$ cat src/rtl/ov7670_pkg.sv
// Shared constants and FSM encoding for the OV7670 SCCB configuration controller.
package ov7670_pkg;

  localparam logic [7:0]  SCCB_ID    = 8'h42;
  localparam logic [7:0]  REG_COM7   = 8'h12;
  localparam logic [7:0]  REG_COM15  = 8'h40;
  localparam logic [7:0]  REG_RGB444 = 8'h8C;
  localparam logic [7:0]  REG_CLKRC  = 8'h11;
  localparam logic [15:0] ROM_END    = 16'hFFFF;

  typedef enum logic [2:0] {
    S_IDLE,
    S_FETCH,
    S_START,
    S_BITS,
    S_STOP,
    S_GAP,
    S_WAIT,
    S_NEXT
  } cfg_state_t;

endpackage

$ cat src/rtl/ov7670_reg_rom.sv
// Register/value table for QVGA capture; rgbmode picks RGB444 or YUV422 values.
module ov7670_reg_rom
  import ov7670_pkg::*;
#(
  parameter int unsigned c_nb_rom_addr = 6
) (
  input  logic [c_nb_rom_addr-1:0] idx,
  input  logic                     rgbmode,
  output logic [15:0]              data
);

  always_comb begin
    data = ROM_END;
    case (int'(idx))
      0: data = {REG_COM7, 8'h80};                          // soft reset, followed by a settle wait
      1: data = {REG_CLKRC, 8'h01};
      2: data = {REG_COM7, rgbmode ? 8'h14 : 8'h10};
      3: data = {8'h0C, 8'h04};
      4: data = {8'h3E, 8'h19};
      5: data = {REG_COM15, rgbmode ? 8'hD0 : 8'hC0};
      6: data = {REG_RGB444, rgbmode ? 8'h02 : 8'h00};
      7: data = {8'h3A, 8'h04};
      default: data = ROM_END;
    endcase
  end

endmodule

$ cat src/rtl/ov7670_config.sv
// OV7670 power-up configuration: walks the register ROM and writes each entry
// as a 3-phase SCCB transaction; raises done when the end marker is reached.
module ov7670_config
  import ov7670_pkg::*;
#(
  parameter int unsigned c_clk_freq    = 100_000_000,
  parameter int unsigned c_sccb_freq   = 100_000,
  parameter int unsigned c_quarter     = c_clk_freq / (4 * c_sccb_freq),
  parameter logic [7:0]  c_dev_addr    = SCCB_ID,
  parameter int unsigned c_rst_wait    = 1_000_000,
  parameter int unsigned c_nb_rom_addr = 6
) (
  input  logic                     clk,
  input  logic                     rst,
  input  logic                     start,
  input  logic                     rgbmode,
  output logic                     sioc,
  output logic                     siod_out,
  output logic                     siod_oe,
  output logic                     busy,
  output logic                     done,
  output logic [c_nb_rom_addr-1:0] reg_idx
);

  localparam logic [15:0]              q_last   = 16'(c_quarter - 1);
  localparam logic [31:0]              w_last   = 32'(c_rst_wait - 1);
  localparam logic [c_nb_rom_addr-1:0] idx_last = '1;

  cfg_state_t  state;
  logic [15:0] qcnt;
  logic [1:0]  phase;
  logic [4:0]  bit_cnt;
  logic [26:0] shreg;
  logic [31:0] wcnt;
  logic        rst_entry;
  logic        rgb_q;
  logic        auto_go;
  logic [15:0] rom_data;
  logic        bus_active;
  logic        tick;

  assign bus_active = (state == S_START) || (state == S_BITS) ||
                      (state == S_STOP)  || (state == S_GAP);
  assign tick       = bus_active && (qcnt == q_last);

  ov7670_reg_rom #(.c_nb_rom_addr(c_nb_rom_addr)) u_rom (
    .idx     (reg_idx),
    .rgbmode (rgb_q),
    .data    (rom_data)
  );

  // start is a one-clock request accepted only in IDLE; busy covers the whole table walk.
  always_ff @(posedge clk) begin
    if (rst) begin
      state     <= S_IDLE;
      sioc      <= 1'b1;
      siod_out  <= 1'b1;
      siod_oe   <= 1'b0;
      busy      <= 1'b0;
      done      <= 1'b0;
      reg_idx   <= '0;
      qcnt      <= '0;
      phase     <= '0;
      bit_cnt   <= '0;
      shreg     <= '1;
      wcnt      <= '0;
      rst_entry <= 1'b0;
      rgb_q     <= 1'b0;
      auto_go   <= 1'b1;
    end else begin
      // Quarter-period counter only runs while the bus is being sequenced
      if (!bus_active || tick) qcnt <= '0;
      else                     qcnt <= qcnt + 16'd1;
      if (tick) phase <= phase + 2'd1;

      case (state)
        S_IDLE: begin
          if (start || auto_go) begin
            auto_go <= 1'b0;
            rgb_q   <= rgbmode;
            busy    <= 1'b1;
            done    <= 1'b0;
            reg_idx <= '0;
            state   <= S_FETCH;
          end
        end
        S_FETCH: begin
          if (rom_data == ROM_END || reg_idx == idx_last) begin
            done  <= 1'b1;
            busy  <= 1'b0;
            state <= S_IDLE;
          end else begin
            shreg     <= {c_dev_addr, 1'b1, rom_data[15:8], 1'b1, rom_data[7:0], 1'b1};
            rst_entry <= (rom_data[15:8] == REG_COM7) && rom_data[7];
            sioc      <= 1'b1;
            siod_out  <= 1'b1;
            siod_oe   <= 1'b1;
            phase     <= '0;
            bit_cnt   <= '0;
            state     <= S_START;
          end
        end
        S_START: begin
          if (tick) begin
            case (phase)
              2'd0:    siod_out <= 1'b0;
              2'd2:    sioc     <= 1'b0;
              2'd3:    state    <= S_BITS;
              default: ;
            endcase
          end
        end
        S_BITS: begin
          if (tick) begin
            case (phase)
              2'd0: begin
                siod_out <= shreg[26];
                shreg    <= {shreg[25:0], 1'b1};
                // Every 9th bit is the slave's ACK slot: release the line
                siod_oe  <= !(bit_cnt == 5'd8 || bit_cnt == 5'd17 || bit_cnt == 5'd26);
              end
              2'd1: sioc <= 1'b1;
              2'd3: begin
                sioc <= 1'b0;
                if (bit_cnt == 5'd26) state   <= S_STOP;
                else                  bit_cnt <= bit_cnt + 5'd1;
              end
              default: ;
            endcase
          end
        end
        S_STOP: begin
          if (tick) begin
            case (phase)
              2'd0: begin
                siod_oe  <= 1'b1;
                siod_out <= 1'b0;
              end
              2'd1: sioc     <= 1'b1;
              2'd2: siod_out <= 1'b1;
              default: begin
                siod_oe <= 1'b0;
                state   <= S_GAP;
              end
            endcase
          end
        end
        S_GAP: begin
          if (tick && phase == 2'd3) begin
            wcnt  <= '0;
            state <= rst_entry ? S_WAIT : S_NEXT;
          end
        end
        S_WAIT: begin
          if (wcnt == w_last) state <= S_NEXT;
          else                wcnt  <= wcnt + 32'd1;
        end
        S_NEXT: begin
          reg_idx <= reg_idx + 1'b1;
          state   <= S_FETCH;
        end
        default: state <= S_IDLE;
      endcase
    end
  end

endmodule

$ cat config.mk
export PLATFORM = sky130hd
export DESIGN_NAME = ov7670_config
export DESIGN_NICKNAME = d
export VERILOG_FILES = /design/src/rtl/ov7670_pkg.sv /design/src/rtl/ov7670_reg_rom.sv /design/src/rtl/ov7670_config.sv
export SDC_FILE = /design/constraint.sdc
export NUM_CORES = 1
export LEC_CHECK = 0
export CAP_MARGIN = 20
export CORE_ASPECT_RATIO = 1.4
export CORE_MARGIN = 2
export CORE_UTILIZATION = 49
export DETAILED_ROUTE_END_ITERATION = 8
export PLACE_DENSITY = 0.63
export SYNTH_ARGS = -nofsm -noshare
export SYNTH_HDL_FRONTEND = slang
export SYNTH_HIERARCHICAL = 1
export SYNTH_SLANG_ARGS = --single-unit
export TNS_END_PERCENT = 1
$ cat constraint.sdc
create_clock -name clk -period 4.45 [get_ports clk]
set_input_delay 0.445 -clock clk [delete_from_list [all_inputs] [get_ports clk]]
set_output_delay 0.445 -clock clk [all_outputs]
set_load 0.01 [all_outputs]
==> impl_metrics.csv <==
group,metric,value,unit
status,status,"finished clean",
power_and_ir_drop,power_density,368,nW/um2
grt,grt_overflow,0,
sta,hold_viol,0,
clock_tree,cts_tree,"built",
power_and_ir_drop,leakage,1.92,nW
clock_tree,h-tree-depth,3,
floorplanning,die_height,125,um
placement,place_area,5340,um2
sta,finalClockSkew,6.36,ps
sta,period_minus_slack,3320,ps
floorplanning,start_util,49.9,%
placement,portBuffers,14,
yosys,ys_ff_latch,98,
yosys,syn_inst,624,
grt,grt_first_pass_wirelength,19000,um
yosys,synth_nets,641,
yosys,ys.flop_type,"dfxtp_1",
grt,antenna_found_initial,0,
routing,drt_iter0_drc,208,
setup_path,crit_required,4720,ps
cells_and_area,area_growth,10.3,%
clock_tree,cts_hold_buf,0,
clock_tree,cts.sinks,98,
yosys,synth-edff-count,0,
yosys,synth_top_area_share,38.2,%
placement,place.gp.congestion,0.887,
sta,setup_violations,0,
floorplanning,row_count,44,
run,drv_cap,0,
routing,vias_per_cell,5.75,
sta,final.period_utilization,74.6,%
sta,fin_setup_tns,0,ps
sta,rsz0062_at_grt,"false",
setup_path,start_kind,"flop",
clock_tree,root_buffer,"clkbuf_16",
hold_path,hold_class,"reg2reg",
yosys,netlist_area,5140,um2
yosys,seq_area_frac_synth,38.2,%
routing,drt_wl_total,11100,um
power_and_ir_drop,power,2.09,mW
clock_tree,cts_setup_buffers,0,
cells_and_area,n_fill_cell,960,
routing,ant_nets,0,
clock_tree,insertion_delay,340,ps
floorplanning,core_area,10300,um2
routing,route.detailed.drc,0,
sta,max_freq,0.301,GHz
grt,grt_pass1_vias,4113,
placement,dp_hpwl,7760,um
routing,firstDrtPassIters,4,
cells_and_area,nets,634,
sta,fin_ws,1130,ps
power_and_ir_drop,peakVddDrop,235,uV
sta,slew_violations,0,
yosys,synthTopCellsByArea,"dfxtp_1 (38%), nor2_1 (7.0%), xnor2_1 (5.3%)",
yosys,synthArstFlopShare,0,%
setup_path,endpoint_kind,"flop",
clock_tree,ctsResizeCount,0,
grt,grt_max_degree,53,
yosys,yosysTopAreaCell,"dfxtp_1",
floorplanning,die_area,11300,um2
floorplanning,fp.dieW,90.6,um
sta,relSlewSlack,36.7,%
cells_and_area,diodes,0,
yosys,syn_area_per_cell,8.24,um2
grt,grt_use_total,20.1,%
sta,tightestPinTransition,950,ps
setup_path,critical_path_class,"reg2reg",
routing,vias,4372,
floorplanning,io_pins,15,
clock_tree,numCtsBuffers,9,
cells_and_area,drive_gt1_share,6.11,%
clock_tree,clockBufferDepth,2,
yosys,synth_warnings,6,
routing,post_drt_wl_per_cell,14.6,um
setup_path,reg2reg_depth,9,
setup_path,critPathMaxFanout,34,
hold_path,hold_depth,1,
cells_and_area,final_cell_area,5670,um2
placement,place_ws,1140,ps
setup_path,cp.arrival,3590,ps
yosys,synth.distinct_cells,60,
clock_tree,clk_pin_slew,60,ps
-- cells in the mapped netlist (all sizes together), types with 11 or more instances --
cell type  number
nor3           13
a211o          22
xnor2          31
mux2i          20
ha             13
nand4          24
nand2          35
clkbuf         28
dfxtp          98
o21ai          21
nor2           96
nand3          28
inv            19
and3           11
nor4           11
a21oi          42
-- stage by stage --
stage	hold WS [ps]	utilization (%)	cells
6_report	452	55.1	760
5_1_grt	471	55.1	760
4_1_cts	456	55.1	760
3_5_place_dp	441	51.8	744
3_3_place_gp	436	51.8	744
2_1_floorplan	427	-	624
-- registers in the layout, indices dropped and copies added, names as in the netlist --
register / flops
qcnt: 16
state: 3
bit_cnt: 5
wcnt: 32
sioc: 1
auto_go: 1
shreg: 26
siod_oe: 1
reg_idx: 6
rgb_q: 1
done: 1
phase: 2
rst_entry: 1
siod_out: 1
busy: 1
-- per-layer routing --
| layer | vias up | share of wire [%] | track usage [%] | wire (um) |
|---|---|---|---|---|
| met3 | 14 | 2.3 | 3.49 | 249 |
| met1 | 2102 | 44 | 22.7 | 4850 |
| li1 | 2209 | - | - | - |
| met5 | - | 0 | 0 | 0 |
| met4 | 0 | 1.9 | 8.69 | 207 |
| met2 | 47 | 52 | 36.9 | 5760 |
-- worst max-delay path, stage by stage, from the launching register on --
cell	delay, ps
dfxtp_1	610
nand2_1	150
o21ai_0	510
nand3_1	130
nor3_1	310
a21oi_1	310
a31oi_4	740
buf_4	280
nor3_1	50
o21bai_1	130
-- cell usage in the layout, fill, tap and decap left out, types with 4 or more instances in the layout --
cell             synthesis  layout
clkdlybuf4s50_1          0      13
nand2b_1                 5       5
nand2_1                 35      35
or4_1                    5       5
o21ai_0                 19      19
nand3_1                 28      28
or3_1                    9       9
and2_1                   6       6
inv_1                   18      18
a21oi_1                 42      42
a211o_1                 22      22
nor3b_1                  4       4
buf_4                    1       4
xor2_1                  10      10
nor3_1                  12      12
nor4_1                  11      11
nor2b_1                  5       5
a211oi_1                 8       8
dfxtp_1                 98      98
xnor2_1                 31      31
nor2_1                  96      96
and3_1                  11      11
mux2i_1                 20      20
nand4_1                 24      24
clkbuf_16                0       9
ha_1                    13      13
o21bai_1                 6       6
a31o_2                   4       4
-- cell type report --
cell class / instances / area (um2) / area share (%)
clock inverter: 5 / 103 / 1.81
tap: 138 / 173 / 3.04
inverter: 20 / 75.1 / 1.32
clock buffer: 11 / 233 / 4.10
sequential: 98 / 1960 / 34.6
timing repair buffer: 18 / 165 / 2.91
multi-input combinational: 470 / 2960 / 52.2
-- power by group --
group          total [mW]  leakage (nW)  internal, mW  switching (mW)
registers           0.967         0.796         0.930          0.0365
clock network       0.877         0.160         0.549           0.328
logic               0.245         0.961         0.107           0.139
total                2.09          1.92          1.59           0.503
-- cell families (layout without fill, tap and decap cells) --
| group | Yosys count | after routing | synth area share (%) |
|---|---|---|---|
| xor+xnor | 41 | 41 | 6.98 |
| flops | 98 | 98 | 38.2 |
| compound gates | 125 | 125 | 16.0 |
| buf+inv | 56 | 54 | 4.53 |
| mux | 24 | 24 | 4.77 |
| simple gates | 267 | 267 | 26.4 |
| fa+ha+maj | 13 | 13 | 3.16 |
-- path summary, 6_finish.rpt --
check / startpoint / to / slack (ps)
max: reg_idx[0] / shreg[20] / 1130
max reg2reg: reg_idx[0] / shreg[20] / 1130
min: shreg[22] / shreg[22] / 450
min reg2reg: shreg[22] / shreg[22] / 450
Power figures use the tool's default switching activity.
